[src/rtl/rank_select_pkg.sv]
// Shared FSM encoding and width helpers for the rank-select actor.
// Feature macro: MEDIAN_RANK_PORT_EN (per-window rank taken from a rank FIFO).
package rank_select_pkg;

    typedef enum logic [1:0] {
        ST_IDLE = 2'd0,
        ST_FILL = 2'd1,
        ST_SCAN = 2'd2,
        ST_OUT  = 2'd3
    } state_t;

    // Bits needed to count 0..win_size inclusive.
    function automatic int cnt_width(input int win_size);
        return $clog2(win_size + 1);
    endfunction

    function automatic int bin_count(input int px_w);
        return 1 << px_w;
    endfunction

endpackage

[src/rtl/rank_hist_bank.sv]
// Histogram bank: one counter per pixel value, an increment port and a
// read-and-clear port. The owner guarantees the two ports are never active together.
module rank_hist_bank
    import rank_select_pkg::*;
#(
    parameter int PX_W  = 8,
    parameter int CNT_W = 4
) (
    input  logic             clock,
    input  logic             reset,
    input  logic             inc_en,
    input  logic [PX_W-1:0]  inc_addr,
    input  logic             clr_en,
    input  logic [PX_W-1:0]  clr_addr,
    output logic [CNT_W-1:0] rd_data
);

    localparam int NBINS = bin_count(PX_W);

    logic [CNT_W-1:0] bin_val [NBINS];

    generate
        for (genvar gi = 0; gi < NBINS; gi++) begin : g_bin
            logic [CNT_W-1:0] cnt_reg;

            always_ff @(posedge clock or posedge reset) begin
                if (reset) begin
                    cnt_reg <= '0;
                end else if (clr_en && (clr_addr == PX_W'(gi))) begin
                    cnt_reg <= '0;
                end else if (inc_en && (inc_addr == PX_W'(gi))) begin
                    cnt_reg <= cnt_reg + CNT_W'(1);
                end
            end

            assign bin_val[gi] = cnt_reg;
        end
    endgenerate

    // Combinational read so the scanner can accumulate and clear in one cycle.
    assign rd_data = bin_val[clr_addr];

endmodule

[src/rtl/rank_select_actor.sv]
// Histogram-based rank (median) selector over fixed-size pixel windows.
// Feature macro: MEDIAN_RANK_PORT_EN adds an in_rank FIFO port; otherwise RANK is used.
module rank_select_actor
    import rank_select_pkg::*;
#(
    parameter int   PX_W     = 8,
    parameter int   WIN_SIZE = 9,
    parameter int   RANK     = (WIN_SIZE - 1) / 2,
    localparam int  CNT_W    = cnt_width(WIN_SIZE),
    localparam int  NBINS    = bin_count(PX_W)
) (
    input  logic             clock,
    input  logic             reset,
    input  logic [PX_W-1:0]  in_px,
    output logic             in_px_rd,
    input  logic             in_px_empty,
`ifdef MEDIAN_RANK_PORT_EN
    input  logic [CNT_W-1:0] in_rank,
    output logic             in_rank_rd,
    input  logic             in_rank_empty,
`endif
    output logic [PX_W-1:0]  out_px,
    output logic             out_px_wr,
    input  logic             out_px_full
);

    state_t           state_reg, state_next;
    logic [CNT_W-1:0] win_cnt_reg;
    logic [CNT_W-1:0] cum_reg;
    logic [CNT_W-1:0] rank_reg;
    logic [PX_W-1:0]  idx_reg;
    logic [PX_W-1:0]  result_reg;
    logic             found_reg;

    logic [CNT_W-1:0] bin_rd_data;
    logic [CNT_W:0]   cum_sum;
    logic             hit;
    logic             rank_take;
    logic             scanning;
    logic [CNT_W-1:0] rank_src;

    // Ranks past the last position select the window maximum.
`ifdef MEDIAN_RANK_PORT_EN
    assign rank_src = (in_rank >= CNT_W'(WIN_SIZE)) ? CNT_W'(WIN_SIZE - 1) : in_rank;
`else
    localparam int RANK_CLAMPED = (RANK >= WIN_SIZE) ? (WIN_SIZE - 1) : RANK;
    assign rank_src = CNT_W'(RANK_CLAMPED);
`endif

    assign scanning = (state_reg == ST_SCAN);
    assign cum_sum  = {1'b0, cum_reg} + {1'b0, bin_rd_data};
    assign hit      = !found_reg && (cum_sum > {1'b0, rank_reg});
    assign out_px   = result_reg;

    rank_hist_bank #(
        .PX_W  (PX_W),
        .CNT_W (CNT_W)
    ) u_bank (
        .clock    (clock),
        .reset    (reset),
        .inc_en   (in_px_rd),
        .inc_addr (in_px),
        .clr_en   (scanning),
        .clr_addr (idx_reg),
        .rd_data  (bin_rd_data)
    );

    always_ff @(posedge clock or posedge reset) begin
        if (reset) begin
            state_reg <= ST_IDLE;
        end else begin
            state_reg <= state_next;
        end
    end

    always_comb begin
        state_next = state_reg;
        in_px_rd   = 1'b0;
        out_px_wr  = 1'b0;
        rank_take  = 1'b0;
`ifdef MEDIAN_RANK_PORT_EN
        in_rank_rd = 1'b0;
`endif
        case (state_reg)
            ST_IDLE: begin
`ifdef MEDIAN_RANK_PORT_EN
                if (!in_rank_empty) begin
                    in_rank_rd = 1'b1;
                    rank_take  = 1'b1;
                    state_next = ST_FILL;
                end
`else
                rank_take  = 1'b1;
                state_next = ST_FILL;
`endif
            end
            ST_FILL: begin
                in_px_rd = !in_px_empty;
                if (in_px_rd && (win_cnt_reg == CNT_W'(WIN_SIZE - 1))) begin
                    state_next = ST_SCAN;
                end
            end
            ST_SCAN: begin
                if (idx_reg == PX_W'(NBINS - 1)) begin
                    state_next = ST_OUT;
                end
            end
            ST_OUT: begin
                out_px_wr = !out_px_full;
                if (out_px_wr) begin
                    state_next = ST_IDLE;
                end
            end
            default: state_next = ST_IDLE;
        endcase
    end

    // Scan visits every bin so the histogram is empty again for the next window.
    always_ff @(posedge clock or posedge reset) begin
        if (reset) begin
            win_cnt_reg <= '0;
            cum_reg     <= '0;
            rank_reg    <= '0;
            idx_reg     <= '0;
            result_reg  <= '0;
            found_reg   <= 1'b0;
        end else begin
            if (rank_take) begin
                rank_reg    <= rank_src;
                cum_reg     <= '0;
                win_cnt_reg <= '0;
                idx_reg     <= '0;
                found_reg   <= 1'b0;
            end
            if (in_px_rd) begin
                win_cnt_reg <= win_cnt_reg + CNT_W'(1);
            end
            if (scanning) begin
                cum_reg <= cum_sum[CNT_W-1:0];
                idx_reg <= idx_reg + PX_W'(1);
                if (hit) begin
                    result_reg <= idx_reg;
                    found_reg  <= 1'b1;
                end
            end
        end
    end

endmodule

[config.mk]
export PLATFORM = sky130hd
export DESIGN_NAME = rank_select_actor
export DESIGN_NICKNAME = d
export VERILOG_FILES = /design/src/rtl/rank_select_pkg.sv /design/src/rtl/rank_hist_bank.sv /design/src/rtl/rank_select_actor.sv
export SDC_FILE = /design/constraint.sdc
export NUM_CORES = 2
export LEC_CHECK = 0
export BUFFER_PORTS_ARGS = -buffer_cell sky130_fd_sc_hd__buf_2
export CAP_MARGIN = 20
export CORE_ASPECT_RATIO = 1.25
export CORE_MARGIN = 1
export CORE_UTILIZATION = 50
export CTS_BUF_LIST = sky130_fd_sc_hd__clkbuf_16
export CTS_CLUSTER_DIAMETER = 100
export DETAILED_ROUTE_END_ITERATION = 8
export PLACE_DENSITY = 0.65
export SLEW_MARGIN = 15
export SYNTH_ARGS = -nofsm -noshare
export SYNTH_HDL_FRONTEND = slang
export SYNTH_HIERARCHICAL = 1
export SYNTH_SLANG_ARGS = --single-unit
[constraint.sdc]
create_clock -name clock -period 55.4 [get_ports clock]
set_clock_uncertainty 0.2 [all_clocks]
set_input_delay 5.54 -clock clock [delete_from_list [all_inputs] [get_ports clock]]
set_output_delay 5.54 -clock clock [all_outputs]
set_load 0.02 [all_outputs]
Yosys cells after proc, flatten, opt, wreduce, memory -nomap -nowiden --
Cells that the tools add are included.
Storage, ports and cells: register bits 1052, input bits 12, output and inout port bits 10, logic and storage cells 2352
Operators by class: $add $sub $neg 259, $lt $le $gt $ge 2, eq/ne operators 517, mux-type cells 530, bitwise logic cells 1, reduce and logical (&&, ||, !) cells 780
Operators with widths (count):
- 2-to-1 mux 4 bit | 517
- == test 8 bit (second input constant) | 256
- adder 4 x 1 -> 4 bit (second input constant) | 257
- == test 8 x 7 -> 1 bit (second input constant) | 128
- nonzero test 2 bit | 258
- logical AND 1 bit | 514
- == test 8 x 6 -> 1 bit (second input constant) | 64
- == test 8 x 5 -> 1 bit (second input constant) | 32
- == test 8 x 4 -> 1 bit (second input constant) | 16
- == test 8 x 3 -> 1 bit (second input constant) | 8
- binary-select mux 4 bit (select 8 bit) | 1
- == test 8 x 2 -> 1 bit (second input constant) | 4
- == test 8 x 1 -> 1 bit (second input constant) | 2
- zero test 8 bit | 2
- 2-to-1 mux 8 bit | 2
- greater-or-equal comparator 9 bit (second input constant) | 1
- NOT 8 -> 9 bit | 1
- adder 8 x 1 -> 8 bit (second input constant) | 1
- one-hot mux 2 bit (4 select lines) | 1
- 2-to-1 mux 1 bit | 6
- 2-to-1 mux 2 bit | 3
- != test 2 bit (second input constant) | 3
- adder 4 x 4 -> 5 bit | 1
- > comparator 5 x 3 -> 1 bit | 1
- 7 further kinds | 10

Longest topological paths before layout --
depth after elaboration 9, depth in mapped cells 20, gate-level depth less buffers 15

Modules after synthesis --
The synthesis kept the hierarchy.
By module, submodules not included:
- rank_hist_bank | times used 1, cells each 5344, area each 55458.2 um^2, sequential area each 25624.6 um^2
- rank_select_actor | times used 1, cells each 142, area each 1481.4 um^2, sequential area each 700.7 um^2

Worst setup path before layout --
Ideal clock, no wire load.
path kind in2out, start in in_px_empty, end out in_px_rd, arrival time 5932 ps, data required time 49660 ps, setup slack 43728 ps, cell stages on the path 2, path buffers 0, cells stage by stage nand2b_1 > inv_1
Between the ends: cells in the longest elaborated chain, start to end 2
RTL lines:
- start, declared | line rank_select_actor.sv:16 | input logic in_px_empty,
- zero test 1 bit | line rank_select_actor.sv:98 | in_px_rd = !in_px_empty;
- 2-to-1 mux 1 bit | line rank_select_actor.sv:84 | case (state_reg)
- end, declared | line rank_select_actor.sv:15 | output logic in_px_rd,
Every way passes these cells.

Worst setup path after layout --
Ends and elaborated chain as after synthesis.

==> reports/qor.csv <==
metric,value,unit
hold_viol,0,
number_of_drc_violations_after_detailed_routing_iteration_0,3411,
switching_share,0.224,
critPathRequiredTime,49.66,ns
drt_pre_antenna_iters,6,
core-area,113000,um^2
htreeDepth,3,
startpoint_type_of_the_worst_setup_path,input pin,
yosysWarnings,6,
worst-r2r-cell-count,18,
avgSynthCellArea,10.4,um^2
reg2reg_slack,47.40,ns
timing.critical_path.to_type,primary output,
static_leakage,28.8,nW
clock_tree.root_cell,clkbuf_16,
detailroute.wirelength.met3,10.7,mm
syn_nets,5767,
synth_top_flop_cell,dfrtp_1,
areaGrowthSynthToFinish,8.86,%
seqPwrFrac,0.510,
synth_area,56900,um^2
finalMaxSlewViolations,0,
cts-buffers-inserted,107,
gpl.final_weighted_congestion,0.907,
cp.arrival,6.46,ns
grt_first_pass_wirelength,245,mm
globalRoute.totalOverflow,0,
hold-path-cell-count,1,
final.period_utilization,0.220,
cts_repair_resize_count,0,
design.final.nets,5762,
seq_area,26300,um^2
holdPathEnd,rank_reg[2],
tritoncts_num_sinks,1052,
ys_seq_area_frac,0.462,
ys_types,47,
clock_power_share,0.474,
n_fill_cell,9712,
initial_cell_density_of_the_core,0.503,
rsz_0062_raised_after_global_routing,false,
netlist.area_leader.share,0.462,
totalWireLength,157,mm
max_cap_violations,0,
largest_register_ffs,1024,
power-per-cell-area,24.3,nW/um^2
post_drt_wl_per_cell,22.3,um
grt_util_all_layers,0.276,
num_vias,41700,
yosys-top-cells-area,"dfrtp_1, mux4_2, nor2_1",
final.setup.tns,0,ns
design.die.area,115000,um^2
synthesized_instance_count,5486,
ir_drop,0.0242,mV
hold_start,rank_reg[2],
synth-seq-cells,1052,
tritoncts,built,
number_of_synthesized_flops_with_an_enable_pin,0,
num_io_pins,22,
max_slew.worst_pin.slew,1.12,ns
timing.max_slew.rel_slack,0.251,
vias_per_cell,5.93,
setup_viol_count_final,0,
cellInternalPower,1.17,mW
top_layer,met5,
cts.reportedPaths.clkPinSlew,0.07,ns
status,completed,
min_period,12.20,ns
hold_buffers,0,
worst_path_maximum_fanout,15,
place.detailed.hpwl,105,mm
power_switching,338,uW
criticalPathCategory,in2out,
fp-row-count,138,
dieHeight,379,um
die_w,304,um
most_frequent_cell_after_synthesis,nor2_1,
route.antenna.remaining_nets,0,
via_count_of_the_first_global_routing_pass,41800,
hold_path.class,reg2reg,
antenna_found_initial,4,
totalPowerFinal,1.51,mW
multiInputGateArea,29700,um^2
ctsLongestPathBuffers,3,
post_route_cells_drive_above_1_share,0.0937,
timing.rr.start,idx_reg[1],
fmax,81.9,MHz
port_buffers,21,
synthArstFlopShare,1.00,
comb_pwr_share,0.015,
worstReg2RegEnd,out_px[7],
route.met2.wl,75.1,mm
metal1_wirelength,63.8,mm
yosys.area.top_type,dfrtp_1,
grt_max_degree,169,
drcViolationCount,0,
cts_setup_buffers,0,
clock_latency,0.71,ns
ys_top_cells_by_count,"nor2_1, dfrtp_1, xor2_1",
-- critical path, stage by stage --
cell      delay, ns
buf_2          0.10
nand2b_1       0.19
inv_1          0.38
buf_2          0.25
-- placed cells by master (no fill, tap or decap), types with 4 or more instances in the layout --
cell type | netlist | routed
nor2_1 | 1415 | 1414
dfrtp_1 | 1052 | 1050
xor2_1 | 515 | 515
nand2_1 | 449 | 446
ha_1 | 268 | 268
xnor2_1 | 256 | 256
mux4_2 | 256 | 256
nand4_1 | 230 | 230
a21oi_1 | 208 | 208
o21ai_0 | 143 | 143
a22oi_1 | 133 | 133
mux2i_1 | 119 | 119
nand3_1 | 118 | 117
clkbuf_16 | 0 | 109
buf_4 | 7 | 64
inv_1 | 12 | 39
clkinv_1 | 0 | 22
buf_2 | 40 | 21
clkinv_2 | 0 | 19
nand2b_1 | 14 | 14
nor2b_1 | 14 | 12
bufinv_16 | 0 | 9
mux2_2 | 8 | 8
nor3_1 | 8 | 8
or4_1 | 8 | 8
and3_1 | 6 | 6
and2_1 | 5 | 6
o41ai_1 | 5 | 5
inv_6 | 0 | 5
clkinvlp_4 | 0 | 5
nor4_1 | 5 | 5
and3b_1 | 4 | 4
or2_2 | 4 | 4
o211ai_1 | 4 | 4
-- stage by stage --
stage	hold slack, ns	util	area [um^2]	setup slack (ns)	cells
floorplan	0.247	-	56900	20.84	5486
global placement	0.277	0.518	58500	43.21	6839
detailed placement	0.271	0.518	58500	43.21	6839
CTS	0.286	0.548	61900	43.21	7037
global route	0.293	0.548	62000	43.15	7040
finish	0.284	0.548	62000	43.20	7042
-- cell families after synthesis --
kind of cell	after synthesis	synth area share
muxes	383	0.124
xor gates and xnor gates	771	0.119
adders and majority gates	269	0.0592
buffers and inverters	217	0.0171
AOI/OAI and AO/OA	503	0.0513
and+or+nand+nor	2291	0.168
DFF	1052	0.462
-- per-layer routing --
layer	GRT usage	vias up
li1	-	19000
met4	0.131	2
met1	0.353	21200
met5	0	-
met2	0.459	1230
met3	0.0435	334
-- how the worst max path moves through the flow --
| stage | start | slack (ns) | endpoint |
|---|---|---|---|
| 2_1_floorplan | reset | 20.84 | u_bank/g_bin[0].cnt_reg[0] |
| 3_3_place_gp | in_px_empty | 43.21 | in_px_rd |
| 3_5_place_dp | in_px_empty | 43.21 | in_px_rd |
| 4_1_cts | in_px_empty | 43.21 | in_px_rd |
| 5_1_grt | in_px_empty | 43.15 | in_px_rd |
| 6_report | in_px_empty | 43.20 | in_px_rd |
-- layout make-up --
type / count / share of cell area
Clock inverter: 89 / 0.0106
Timing Repair Buffer: 91 / 0.0112
Antenna cell: 2 / 0.0000807
Inverter: 12 / 0.000848
Sequential cell: 1052 / 0.425
Clock buffer: 109 / 0.0440
Multi-Input combinational cell: 4217 / 0.479
Tap cell: 1470 / 0.0297
-- power by group through the flow --
stage	Combinational (mW)	Sequential, mW	Clock [mW]
after floorplan	0.0147	0.784	0
after global placement	0.0238	0.782	0
after detailed placement	0.0239	0.782	0
after CTS	0.0238	0.768	0.728
after global routing	0.0267	0.768	0.758
final	0.0232	0.768	0.714
(Power assumes the default switching activity.)
